`config.mk`:
```
export PLATFORM = sky130hd
export DESIGN_NAME = vga_wr_arbiter_flat
export DESIGN_NICKNAME = d
export VERILOG_FILES = /design/src/rtl/vga_wr_arbiter_if.sv /design/src/rtl/vga_wr_arbiter.sv /design/src/flat_wrapper.sv
export SDC_FILE = /design/constraint.sdc
export NUM_CORES = 1
export LEC_CHECK = 0
export BUFFER_PORTS_ARGS = -buffer_cell sky130_fd_sc_hd__buf_2
export CAP_MARGIN = 20
export CORE_MARGIN = 4
export CORE_UTILIZATION = 51
export DETAILED_ROUTE_END_ITERATION = 7
export PLACE_DENSITY = 0.81
export SYNTH_ARGS = -nofsm -noshare
export SYNTH_HDL_FRONTEND = slang
export SYNTH_SLANG_ARGS = --single-unit
```
`constraint.sdc`:
```
create_clock -name clk -period 2.45 [get_ports clk]
set_input_delay 0.49 -clock clk [delete_from_list [all_inputs] [get_ports clk]]
set_output_delay 0.49 -clock clk [all_outputs]
set_load 0.02 [all_outputs]
```
`src/rtl/vga_wr_arbiter_if.sv`:
```
// Write-port bundle between the pixel requesters and the frame BRAM arbiter.
// master = requester/BRAM side, slave = the arbiter itself.
interface vga_wr_arbiter_if #(
  parameter int unsigned NREQ   = 3,
  parameter int unsigned ADDR_W = 19,
  parameter int unsigned DATA_W = 8
);
  logic [NREQ-1:0]        req_valid;
  logic [NREQ-1:0]        req_lock;
  logic [NREQ*ADDR_W-1:0] req_addr;
  logic [NREQ*DATA_W-1:0] req_data;
  logic [NREQ-1:0]        req_ready;
  logic                   bram_we;
  logic [ADDR_W-1:0]      bram_addr;
  logic [DATA_W-1:0]      bram_din;

  modport master (
    output req_valid, req_lock, req_addr, req_data,
    input  req_ready, bram_we, bram_addr, bram_din
  );

  modport slave (
    input  req_valid, req_lock, req_addr, req_data,
    output req_ready, bram_we, bram_addr, bram_din
  );
endinterface

```
`src/rtl/vga_wr_arbiter.sv`:
```
// Round-robin arbiter with burst lock, address range filter and lock watchdog
// for the single write port of the 640x480 8-bit VGA frame BRAM.
module vga_wr_arbiter #(
  parameter int unsigned NREQ     = 3,
  parameter int unsigned ADDR_W   = 19,
  parameter int unsigned DATA_W   = 8,
  parameter int unsigned MAX_ADDR = 307199,
  parameter int unsigned LOCK_TO  = 1024
) (
  input  logic                  clk,
  input  logic                  reset_n,
  vga_wr_arbiter_if.slave       bus,
  output logic                  busy,
  output logic [7:0]            drop_cnt,
  output logic                  lock_err
);

  localparam int unsigned IDX_W = (NREQ > 1) ? $clog2(NREQ) : 1;
  localparam int unsigned WD_W  = (LOCK_TO > 1) ? $clog2(LOCK_TO) : 1;
  localparam logic [ADDR_W-1:0] MAX_A    = ADDR_W'(MAX_ADDR);
  localparam logic [IDX_W-1:0]  LAST_IDX = IDX_W'(NREQ - 1);
  localparam logic [WD_W-1:0]   WD_LAST  = WD_W'(LOCK_TO - 1);

  typedef enum logic [1:0] {
    S_IDLE = 2'd0,
    S_OWN  = 2'd1,
    S_LOCK = 2'd2
  } state_e;

  state_e            state_q;
  logic [IDX_W-1:0]  owner_q;
  logic [IDX_W-1:0]  rr_q;
  logic [NREQ-1:0]   gnt_q;
  logic [WD_W-1:0]   wd_q;
  logic              busy_q;
  logic              lock_err_q;
  logic              we_q;
  logic [ADDR_W-1:0] addr_q;
  logic [DATA_W-1:0] din_q;
  logic [7:0]        drop_q;

  logic [ADDR_W-1:0] addr_arr [NREQ];
  logic [DATA_W-1:0] data_arr [NREQ];

  for (genvar g = 0; g < NREQ; g++) begin : g_unpack
    assign addr_arr[g] = bus.req_addr[g*ADDR_W +: ADDR_W];
    assign data_arr[g] = bus.req_data[g*DATA_W +: DATA_W];
  end

  // First valid requester at or after start, wrapping.
  function automatic logic [IDX_W-1:0] rr_pick(input logic [NREQ-1:0] v,
                                               input logic [IDX_W-1:0] start);
    logic [IDX_W-1:0] res;
    logic [IDX_W-1:0] idx;
    logic             found;
    res   = start;
    found = 1'b0;
    for (int unsigned k = 0; k < NREQ; k++) begin
      idx = IDX_W'((32'(start) + k) % NREQ);
      if (!found && v[idx]) begin
        found = 1'b1;
        res   = idx;
      end
    end
    return res;
  endfunction

  function automatic logic [NREQ-1:0] onehot(input logic [IDX_W-1:0] idx);
    logic [NREQ-1:0] r;
    r      = '0;
    r[idx] = 1'b1;
    return r;
  endfunction

  logic             owner_valid;
  logic             owner_lock;
  logic             accept;
  logic             any_valid;
  logic             wd_expire;
  logic             do_release;
  logic [IDX_W-1:0] owner_nxt;
  logic [IDX_W-1:0] pick_rr;
  logic [IDX_W-1:0] pick_nxt;

  // Arbitration decode for the current cycle.
  always_comb begin
    owner_valid = bus.req_valid[owner_q];
    owner_lock  = bus.req_lock[owner_q];
    accept      = (state_q != S_IDLE) && owner_valid;
    any_valid   = |bus.req_valid;
    owner_nxt   = (owner_q == LAST_IDX) ? '0 : owner_q + IDX_W'(1);
    pick_rr     = rr_pick(bus.req_valid, rr_q);
    pick_nxt    = rr_pick(bus.req_valid, owner_nxt);
    wd_expire   = (state_q == S_LOCK) && !owner_valid && (wd_q == WD_LAST);
    do_release  = 1'b0;
    case (state_q)
      S_OWN:   do_release = !(accept && owner_lock);
      S_LOCK:  do_release = (accept && !owner_lock) || wd_expire;
      default: do_release = 1'b0;
    endcase
  end

  // Grant FSM: release hands over from owner+1 with the owner considered last.
  always_ff @(posedge clk or negedge reset_n) begin
    if (!reset_n) begin
      state_q    <= S_IDLE;
      owner_q    <= '0;
      rr_q       <= '0;
      gnt_q      <= '0;
      wd_q       <= '0;
      busy_q     <= 1'b0;
      lock_err_q <= 1'b0;
    end else if (do_release) begin
      rr_q <= owner_nxt;
      wd_q <= '0;
      if (wd_expire) lock_err_q <= 1'b1;
      if (any_valid) begin
        owner_q <= pick_nxt;
        gnt_q   <= onehot(pick_nxt);
        state_q <= S_OWN;
        busy_q  <= 1'b1;
      end else begin
        gnt_q   <= '0;
        state_q <= S_IDLE;
        busy_q  <= 1'b0;
      end
    end else begin
      case (state_q)
        S_IDLE: begin
          if (any_valid) begin
            owner_q <= pick_rr;
            gnt_q   <= onehot(pick_rr);
            state_q <= S_OWN;
            busy_q  <= 1'b1;
          end
        end
        S_OWN: begin
          state_q <= S_LOCK;
          wd_q    <= '0;
        end
        S_LOCK: begin
          if (accept) wd_q <= '0;
          else        wd_q <= wd_q + WD_W'(1);
        end
        default: begin
          state_q <= S_IDLE;
          gnt_q   <= '0;
          busy_q  <= 1'b0;
        end
      endcase
    end
  end

  // Write register: one cycle after accept; out-of-range beats are swallowed.
  always_ff @(posedge clk or negedge reset_n) begin
    if (!reset_n) begin
      we_q   <= 1'b0;
      addr_q <= '0;
      din_q  <= '0;
      drop_q <= '0;
    end else if (accept) begin
      if (addr_arr[owner_q] <= MAX_A) begin
        we_q   <= 1'b1;
        addr_q <= addr_arr[owner_q];
        din_q  <= data_arr[owner_q];
      end else begin
        we_q <= 1'b0;
        if (drop_q != 8'hFF) drop_q <= drop_q + 8'd1;
      end
    end else begin
      we_q <= 1'b0;
    end
  end

  assign bus.req_ready = gnt_q;
  assign bus.bram_we   = we_q;
  assign bus.bram_addr = addr_q;
  assign bus.bram_din  = din_q;
  assign busy          = busy_q;
  assign drop_cnt      = drop_q;
  assign lock_err      = lock_err_q;

endmodule

```
`src/flat_wrapper.sv`:
```
// flat-port wrapper written by rule: the top's interface ports become plain ports
module vga_wr_arbiter_flat 
#(
  parameter int unsigned NREQ     = 3,
  parameter int unsigned ADDR_W   = 19,
  parameter int unsigned DATA_W   = 8,
  parameter int unsigned MAX_ADDR = 307199,
  parameter int unsigned LOCK_TO  = 1024
)
  (clk, reset_n, busy, drop_cnt, lock_err, bus_req_valid, bus_req_lock, bus_req_addr, bus_req_data, bus_req_ready, bus_bram_we, bus_bram_addr, bus_bram_din);
  vga_wr_arbiter_if #(.NREQ(NREQ), .ADDR_W(ADDR_W), .DATA_W(DATA_W)) bus_i ();
  input  logic clk;
  input  logic reset_n;
  output logic busy;
  output logic [7:0] drop_cnt;
  output logic lock_err;
  input wire logic [$bits(bus_i.req_valid)-1:0] bus_req_valid;
  input wire logic [$bits(bus_i.req_lock)-1:0] bus_req_lock;
  input wire logic [$bits(bus_i.req_addr)-1:0] bus_req_addr;
  input wire logic [$bits(bus_i.req_data)-1:0] bus_req_data;
  output wire logic [$bits(bus_i.req_ready)-1:0] bus_req_ready;
  output wire logic [$bits(bus_i.bram_we)-1:0] bus_bram_we;
  output wire logic [$bits(bus_i.bram_addr)-1:0] bus_bram_addr;
  output wire logic [$bits(bus_i.bram_din)-1:0] bus_bram_din;
  assign bus_i.req_valid = bus_req_valid;
  assign bus_i.req_lock = bus_req_lock;
  assign bus_i.req_addr = bus_req_addr;
  assign bus_i.req_data = bus_req_data;
  assign bus_req_ready = bus_i.req_ready;
  assign bus_bram_we = bus_i.bram_we;
  assign bus_bram_addr = bus_i.bram_addr;
  assign bus_bram_din = bus_i.bram_din;
  vga_wr_arbiter #(.NREQ(NREQ), .ADDR_W(ADDR_W), .DATA_W(DATA_W), .MAX_ADDR(MAX_ADDR), .LOCK_TO(LOCK_TO)) u_core (.clk(clk), .reset_n(reset_n), .bus(bus_i), .busy(busy), .drop_cnt(drop_cnt), .lock_err(lock_err));
endmodule
```
=== Word-level counts from Yosys, hierarchy flattened ===
Cells that the tools add are included.

* Equal/unequal tests: 8
* Bitwise operators: 2
* Magnitude comparators: 13
* Divide/modulo/power cells: 6
* Add/sub/neg operators: 7
* Muxes and demuxes: 59
* Reductions and logical operators: 31

{| class="wikitable"
|+ Operator list
! cell !! number
|-
| 32-bit by 2-bit remainder unit with 32-bit output, second input constant || 4
|-
| 2-bit by 2-bit remainder unit with 32-bit output, second input constant || 2
|-
| 19-bit binary-select mux with 2-bit select || 1
|-
| 19-bit two-way mux || 2
|-
| 2-bit by 3-bit < comparator with 1-bit output, second input constant || 9
|-
| 2-bit two-way mux || 13
|-
| 1-bit two-way mux || 20
|-
| 10-bit two-way mux || 2
|-
| 10-bit case mux with 2 select lines || 1
|-
| 19-bit <= comparator, second input constant || 1
|-
| 1-bit binary-select mux with 2-bit select || 8
|-
| 8-bit binary-select mux with 2-bit select || 1
|-
| 8-bit two-way mux || 2
|-
| 1-bit logical AND || 11
|-
| 10-bit by 1-bit adder with 10-bit output, second input constant || 1
|-
| 10-bit equality test, second input constant || 1
|-
| 2-bit AND reduction || 5
|-
| 3-bit two-way mux || 3
|-
| 8-bit by 1-bit adder with 8-bit output, second input constant || 1
|-
| 8-bit != test, second input constant || 1
|-
| 1-bit logical NOT || 7
|-
| 2-bit by 1-bit adder with 3-bit output, second input constant || 2
|-
| 2-bit by 2-bit adder with 3-bit output, second input constant || 2
|-
| 2-bit case mux with 3 select lines || 1
|-
| other kinds (19) || 25
|}

* Register bits after elaboration: 57
* Logic and storage cells: 137
* Output and inout bits: 41

=== Longest topological paths before layout ===
* Depth in word-level cells: 18
* Gate-level depth with buffers: 9

=== Worst setup path before layout ===
No wires, ideal clock.

* Path kind: reg2reg
* Start point: register u_core.state_q[0]
* End point: register u_core.rr_q[0]
* Stages on the path, launching flop included: 9
* Setup time: 127 ps
* Data required time: 2323 ps
* Period minus slack after synthesis: 2140 ps
* Buffers on the path: 1
* Data arrival time: 2013 ps
* Path slack: 310 ps
* Cells stage by stage: dfrtp_1 inv_1 ha_1 inv_2 and4_1 o32a_4 o21ai_2 buf_6 mux2_1

* Cells in the longest elaborated chain, start to end: 5
* Elaborated cells between the ends (all ways): 11
* Those cells by class: 2 x eq/ne; 1 x mux; 8 x reduce/logical

{| class="wikitable"
|+ RTL lines
! item !! line !! text
|-
| from (decl) || vga_wr_arbiter.sv:30 || <nowiki>state_e state_q;</nowiki>
|-
| from (signal assigned) || vga_wr_arbiter.sv:106 || <nowiki>state_q <= S_IDLE;</nowiki>
|-
| from (signal assigned) || vga_wr_arbiter.sv:120 || <nowiki>state_q <= S_OWN;</nowiki>
|-
| from (signal assigned) || vga_wr_arbiter.sv:124 || <nowiki>state_q <= S_IDLE;</nowiki>
|-
| 2-bit equality test or 2-bit nonzero test (tied branches) || vga_wr_arbiter.sv:94, vga_wr_arbiter.sv:96, vga_wr_arbiter.sv:89 ||
|-
| 1-bit logical AND, on equally long branches || vga_wr_arbiter.sv:94, vga_wr_arbiter.sv:89 ||
|-
| 1-bit logical AND, on equally long branches || vga_wr_arbiter.sv:94, vga_wr_arbiter.sv:97, vga_wr_arbiter.sv:98 ||
|-
| 1-bit logical OR or 1-bit logical NOT (tied branches) || vga_wr_arbiter.sv:98, vga_wr_arbiter.sv:97 ||
|-
| 1-bit case mux with 2 select lines (*) || vga_wr_arbiter.sv:96 || <nowiki>case (state_q)</nowiki>
|-
| to (signal assigned) || vga_wr_arbiter.sv:114 || <nowiki>rr_q <= owner_nxt;</nowiki>
|-
| to (decl) || vga_wr_arbiter.sv:32 || <nowiki>logic [IDX_W-1:0] rr_q;</nowiki>
|}

Mark *: on every way between the ends. The rest lies on a longest branch, timed or not.
A chain may end at the register's enable or synchronous reset.

=== Worst setup path in the final report ===
* Start point: register u_core.state_q[0]
* End point: register u_core.state_q[1]

* Cells in the longest elaborated chain, start to end: 7
* Elaborated cells between the ends (all ways): 17
* Those cells by class: 4 x eq/ne; 3 x mux; 10 x reduce/logical

{| class="wikitable"
|+ RTL lines
! item !! line
|-
| 2-bit equality test or 2-bit nonzero test (tied branches) || -
|-
| 1-bit logical AND, on equally long branches || vga_wr_arbiter.sv:94, vga_wr_arbiter.sv:89
|-
| 1-bit logical AND, on equally long branches || vga_wr_arbiter.sv:94, vga_wr_arbiter.sv:97, vga_wr_arbiter.sv:98
|-
| 1-bit logical OR or 1-bit logical NOT (tied branches) || vga_wr_arbiter.sv:98, vga_wr_arbiter.sv:97
|-
| 1-bit case mux with 2 select lines || vga_wr_arbiter.sv:96
|-
| 3-bit by 1-bit != test with 1-bit output (no line) or 2-bit by 1-bit != test with 1-bit output (tied branches) || -
|-
| 2-bit AND reduction (no line) || -
|}

Several ways; a longest one is shown, not always the timed one.

==> PnR_summary.wiki <==
{| class="wikitable"
! Metric !! Value
|-
| Leak pwr || about 2.4 nW
|-
| WS Path Type || flop to flop
|-
| Weighted congestion reported at the end of routability-driven placement || 0.911
|-
| Total nets after synthesis || 466
|-
| Post-detailed-route wirelength per cell || between 15 and 20 µm
|-
| Maximum single-stage delay on the critical path || 0.45 ns
|-
| First-pass iteration count of the detailed router || 4
|-
| Setup repair bufs after CTS || 0
|-
| Vias in the first global route || 3,365
|-
| Total clock buffers created by CTS || 9
|-
| Count of state elements after synthesis || 57
|-
| Setup violators final || 0
|-
| Avg Synthesized Cell Area || 10.1 µm²
|-
| GR Overflow Total || 0
|-
| Fraction of layout cells with a size suffix above 1 || 41.0%
|-
| Worst slew margin relative to its limit || 56.1%
|-
| Power density of the placed cells || ~1300 mW/mm²
|-
| Crit share post-route || 94.9%
|-
| Proportion of register bits with asynchronous set or reset after synthesis || 100%
|-
| Synthesis-to-layout area growth || 27.3%
|-
| First-pass GRT wire length || 16,300 µm
|-
| Diodes inserted || 0
|-
| Placed wire-length estimate || between 8000 and 9000 µm
|-
| EDFF count, synth || 0
|-
| Die Footprint || 0.00873 mm²
|-
| Sequential-to-total area share from yosys stat || roughly two fifths
|-
| Port buffer count || 129
|-
| Final net count || about 610
|-
| Setup slack of the critical path after layout || 0.124 ns
|-
| Worst-Margin Slew || 0.659 ns
|-
| Setup WS pre-CTS || 0.0967 ns
|-
| Number of cells produced by synthesis || 367
|-
| Max stage delay cell, worst path || sky130_fd_sc_hd__or4_4
|-
| Remaining DRCs || 0
|-
| Cell Count Post-Placement || ~590
|-
| Deepest clock path buffer count || 2
|-
| Type of the most critical hold path || primary input to async pin
|-
| Endpoint type of the worst setup path || flop
|-
| H-tree levels || 3
|-
| Vias post-DR || between 3k and 4k
|-
| Via/cell ratio || 5.55
|-
| Crit path DAT || 2.54 ns
|-
| Number of maximum-capacitance constraint violations || 0
|-
| Placement Rows || 30
|-
| Result of the run || finished, final reports clean
|-
| Later-pin clock latency in the skew report || 0.35 ns
|-
| Syn Std Cell Area || 0.00372 mm²
|-
| Predominant post-synthesis flop cell || sky130_fd_sc_hd__dfrtp_1
|-
| Peak VDD IR || around 0.0006 V
|-
| CTS clk-pin slew, worst paths || 0.06 ns
|-
| Largest net degree at the start of global routing || 36
|-
| Overall Global Routing Usage || 23.5%
|-
| Clk sink count || 57
|-
| Clock period minus final worst setup slack || 2.33 ns
|-
| CTS root buf || sky130_fd_sc_hd__clkbuf_8
|-
| Number of antenna violations at the first check in global routing || 0
|-
| Max Clk Rate || 430 MHz
|-
| Synth cell types || 62
|-
| Final-report max-slew violation count || 0
|-
| Worst Skew || ~0.010 ns
|-
| Core footprint || 0.00694 mm²
|-
| Total Wirelength || 10,200 µm
|-
| Die Width || about 93 µm
|-
| Number of synthesis warnings || 0
|-
| Power consumption || 6.28 mW
|-
| Worst Path Max Fanout || 6
|-
| Post-detailed-route count of antenna-violating nets || 0
|-
| Cell-by-cell trace of the critical path || inv_1 > ha_2 > nand3_1 > or4_4 > o21ai_4 > o21ai_2 > buf_4 > a21oi_1 > o21ai_0
|-
| Critical path data required time || ~2.7 ns
|-
| Initial core utilization || 53.6%
|-
| Sort of element at the start of the critical path || flop
|-
| Drt first-iter violations || 173
|-
| Clock tree from TritonCTS || built
|-
| Count of pins on the block boundary || 130
|-
| Final hold violation count || 0
|-
| Filler-free cell count of the finished design || 608
|-
| Die Span Y || about 93 µm
|}
[worst paths after layout]
check | start | cells after the start | slack, ns | end
worst max-delay path | u_core.state_q[0] | 9 | 0.12 | u_core.state_q[1]
worst min-delay path | reset_n | 1 | 0.18 | u_core.lock_err
worst max register to register | u_core.state_q[0] | 9 | 0.12 | u_core.state_q[1]
worst min register to register | u_core.drop_cnt[5] | 1 | 0.49 | u_core.drop_cnt[5]
max in group asynchronous | reset_n | 2 | 1.68 | u_core.bus.bram_addr[16]
min in group clk | bus_req_addr[20] | 4 | 0.48 | u_core.bus.bram_addr[1]
[sequential cells by signal (all words and copies together) (netlist names)]
register and cells:
u_core.lock_err 1, u_core.bus.bram_addr 19, u_core.state_q 2, u_core.busy 1, u_core.owner_q 2, u_core.bus.bram_din 8
u_core.drop_cnt 8, u_core.rr_q 2, u_core.bus.bram_we 1, u_core.bus.req_ready 3, u_core.wd_q 10
[layout make-up]
class / instances / area, µm²
Clock buffer: 12 / 155
Multi-Input combinational cell: 277 / 2130
Clock inverter: 3 / 40.0
Inverter: 14 / 52.6
Timing Repair Buffer: 149 / 821
Fill cell: 531 / 2200
Sequential cell: 57 / 1430
Tap cell: 96 / 120
[power breakdown]
group,internal (mW),total (mW),leakage (nW),switching [mW]
clock,0.516,0.889,0.102,0.372
sequential,1.29,1.55,0.728,0.253
combinational,1.71,3.84,1.53,2.13
[critical path, delay by kind of cell, from the launching register on]
family                     cells  cell delay (ns)
AOI/OAI and AO/OA              4             0.66
and+or+nand+nor                2             0.55
buffers and inverters          2             0.33
adders and majority gates      1             0.26
DFF                            1             0.40
[synth_stat cells (all sizes together) (2+ instances only)]
| cell | instances | area [µm²] |
|---|---|---|
| nand2 | 39 | 146 |
| ha | 10 | 125 |
| and3 | 5 | 31.3 |
| a21boi | 3 | 22.5 |
| o32ai | 2 | 17.5 |
| and2 | 2 | 12.5 |
| dfrtp | 57 | 1430 |
| a2bb2oi | 3 | 32.5 |
| nor2b | 3 | 26.3 |
| nand2b | 5 | 31.3 |
| or3 | 2 | 12.5 |
| o221ai | 2 | 17.5 |
| nor4 | 6 | 37.5 |
| buf | 10 | 93.9 |
| mux2 | 30 | 409 |
| a22o | 2 | 17.5 |
| xor2 | 7 | 61.3 |
| a211oi | 2 | 27.5 |
| o211ai | 4 | 30.0 |
| nor3 | 4 | 31.3 |
| nand3 | 12 | 65.1 |
| inv | 14 | 52.6 |
| nor2 | 12 | 47.6 |
| o22ai | 3 | 18.8 |
| o2bb2ai | 5 | 43.8 |
| o21ai | 37 | 211 |
| mux2i | 33 | 334 |
| a21oi | 15 | 78.8 |
| nand4 | 6 | 37.5 |
| a31oi | 7 | 43.8 |
| clkbuf | 9 | 33.8 |
| nand3b | 2 | 15.0 |
| o31ai | 2 | 15.0 |
[what timing repair did]
action,CTS,global route
resized for setup,0,3
hold buffers,0,0
endpoints found under the setup margin,0,5
[metrics by stage]
| step | hold slack, ns | area, µm² | utilization, % | TNS (ns) |
|---|---|---|---|---|
| global route | 0.220 | 4740 | 68.3 | -0.00749 |
| floorplan | 0.194 | 3720 | - | 0 |
| finish | 0.177 | 4740 | 68.3 | 0 |
| detailed placement | 0.475 | 4540 | 65.4 | 0 |
| global placement | 0.469 | 4540 | 65.4 | 0 |
| CTS | 0.198 | 4730 | 68.2 | 0 |
[placed cells by master, fill, tap and decap left out, types with 4 or more instances in the layout]
master,n
sky130_fd_sc_hd__buf_2,129
sky130_fd_sc_hd__dfrtp_1,56
sky130_fd_sc_hd__nand2_1,39
sky130_fd_sc_hd__mux2i_1,32
sky130_fd_sc_hd__o21ai_0,30
sky130_fd_sc_hd__mux2_4,19
sky130_fd_sc_hd__buf_4,18
sky130_fd_sc_hd__a21oi_1,14
sky130_fd_sc_hd__inv_1,13
sky130_fd_sc_hd__nor2_1,11
sky130_fd_sc_hd__nand3_1,11
sky130_fd_sc_hd__clkbuf_8,11
sky130_fd_sc_hd__mux2_2,10
sky130_fd_sc_hd__xor2_1,7
sky130_fd_sc_hd__a31oi_1,7
sky130_fd_sc_hd__ha_1,7
sky130_fd_sc_hd__nand4_1,6
sky130_fd_sc_hd__nor4_1,6
sky130_fd_sc_hd__o2bb2ai_1,5
sky130_fd_sc_hd__and3_1,5
sky130_fd_sc_hd__nand2b_1,5
sky130_fd_sc_hd__o21ai_1,4
sky130_fd_sc_hd__o211ai_1,4
[cell families after synthesis]
group | Yosys count | synth area share [%]
compound gates | 95 | 17.6
fa+ha+maj | 10 | 3.36
flops | 57 | 38.3
xor+xnor | 7 | 1.65
simple gates | 102 | 14.3
mux | 63 | 20.0
buf+inv | 33 | 4.84
[metal layers]
metal	vias up	GRT usage (%)	routed length, µm
li1	1632	-	-
met1	1621	29.4	4210
met2	103	39.7	5240
met3	19	5.47	584
met4	0	8.18	198
met5	-	0	0
Power figures use the tool's default switching activity.
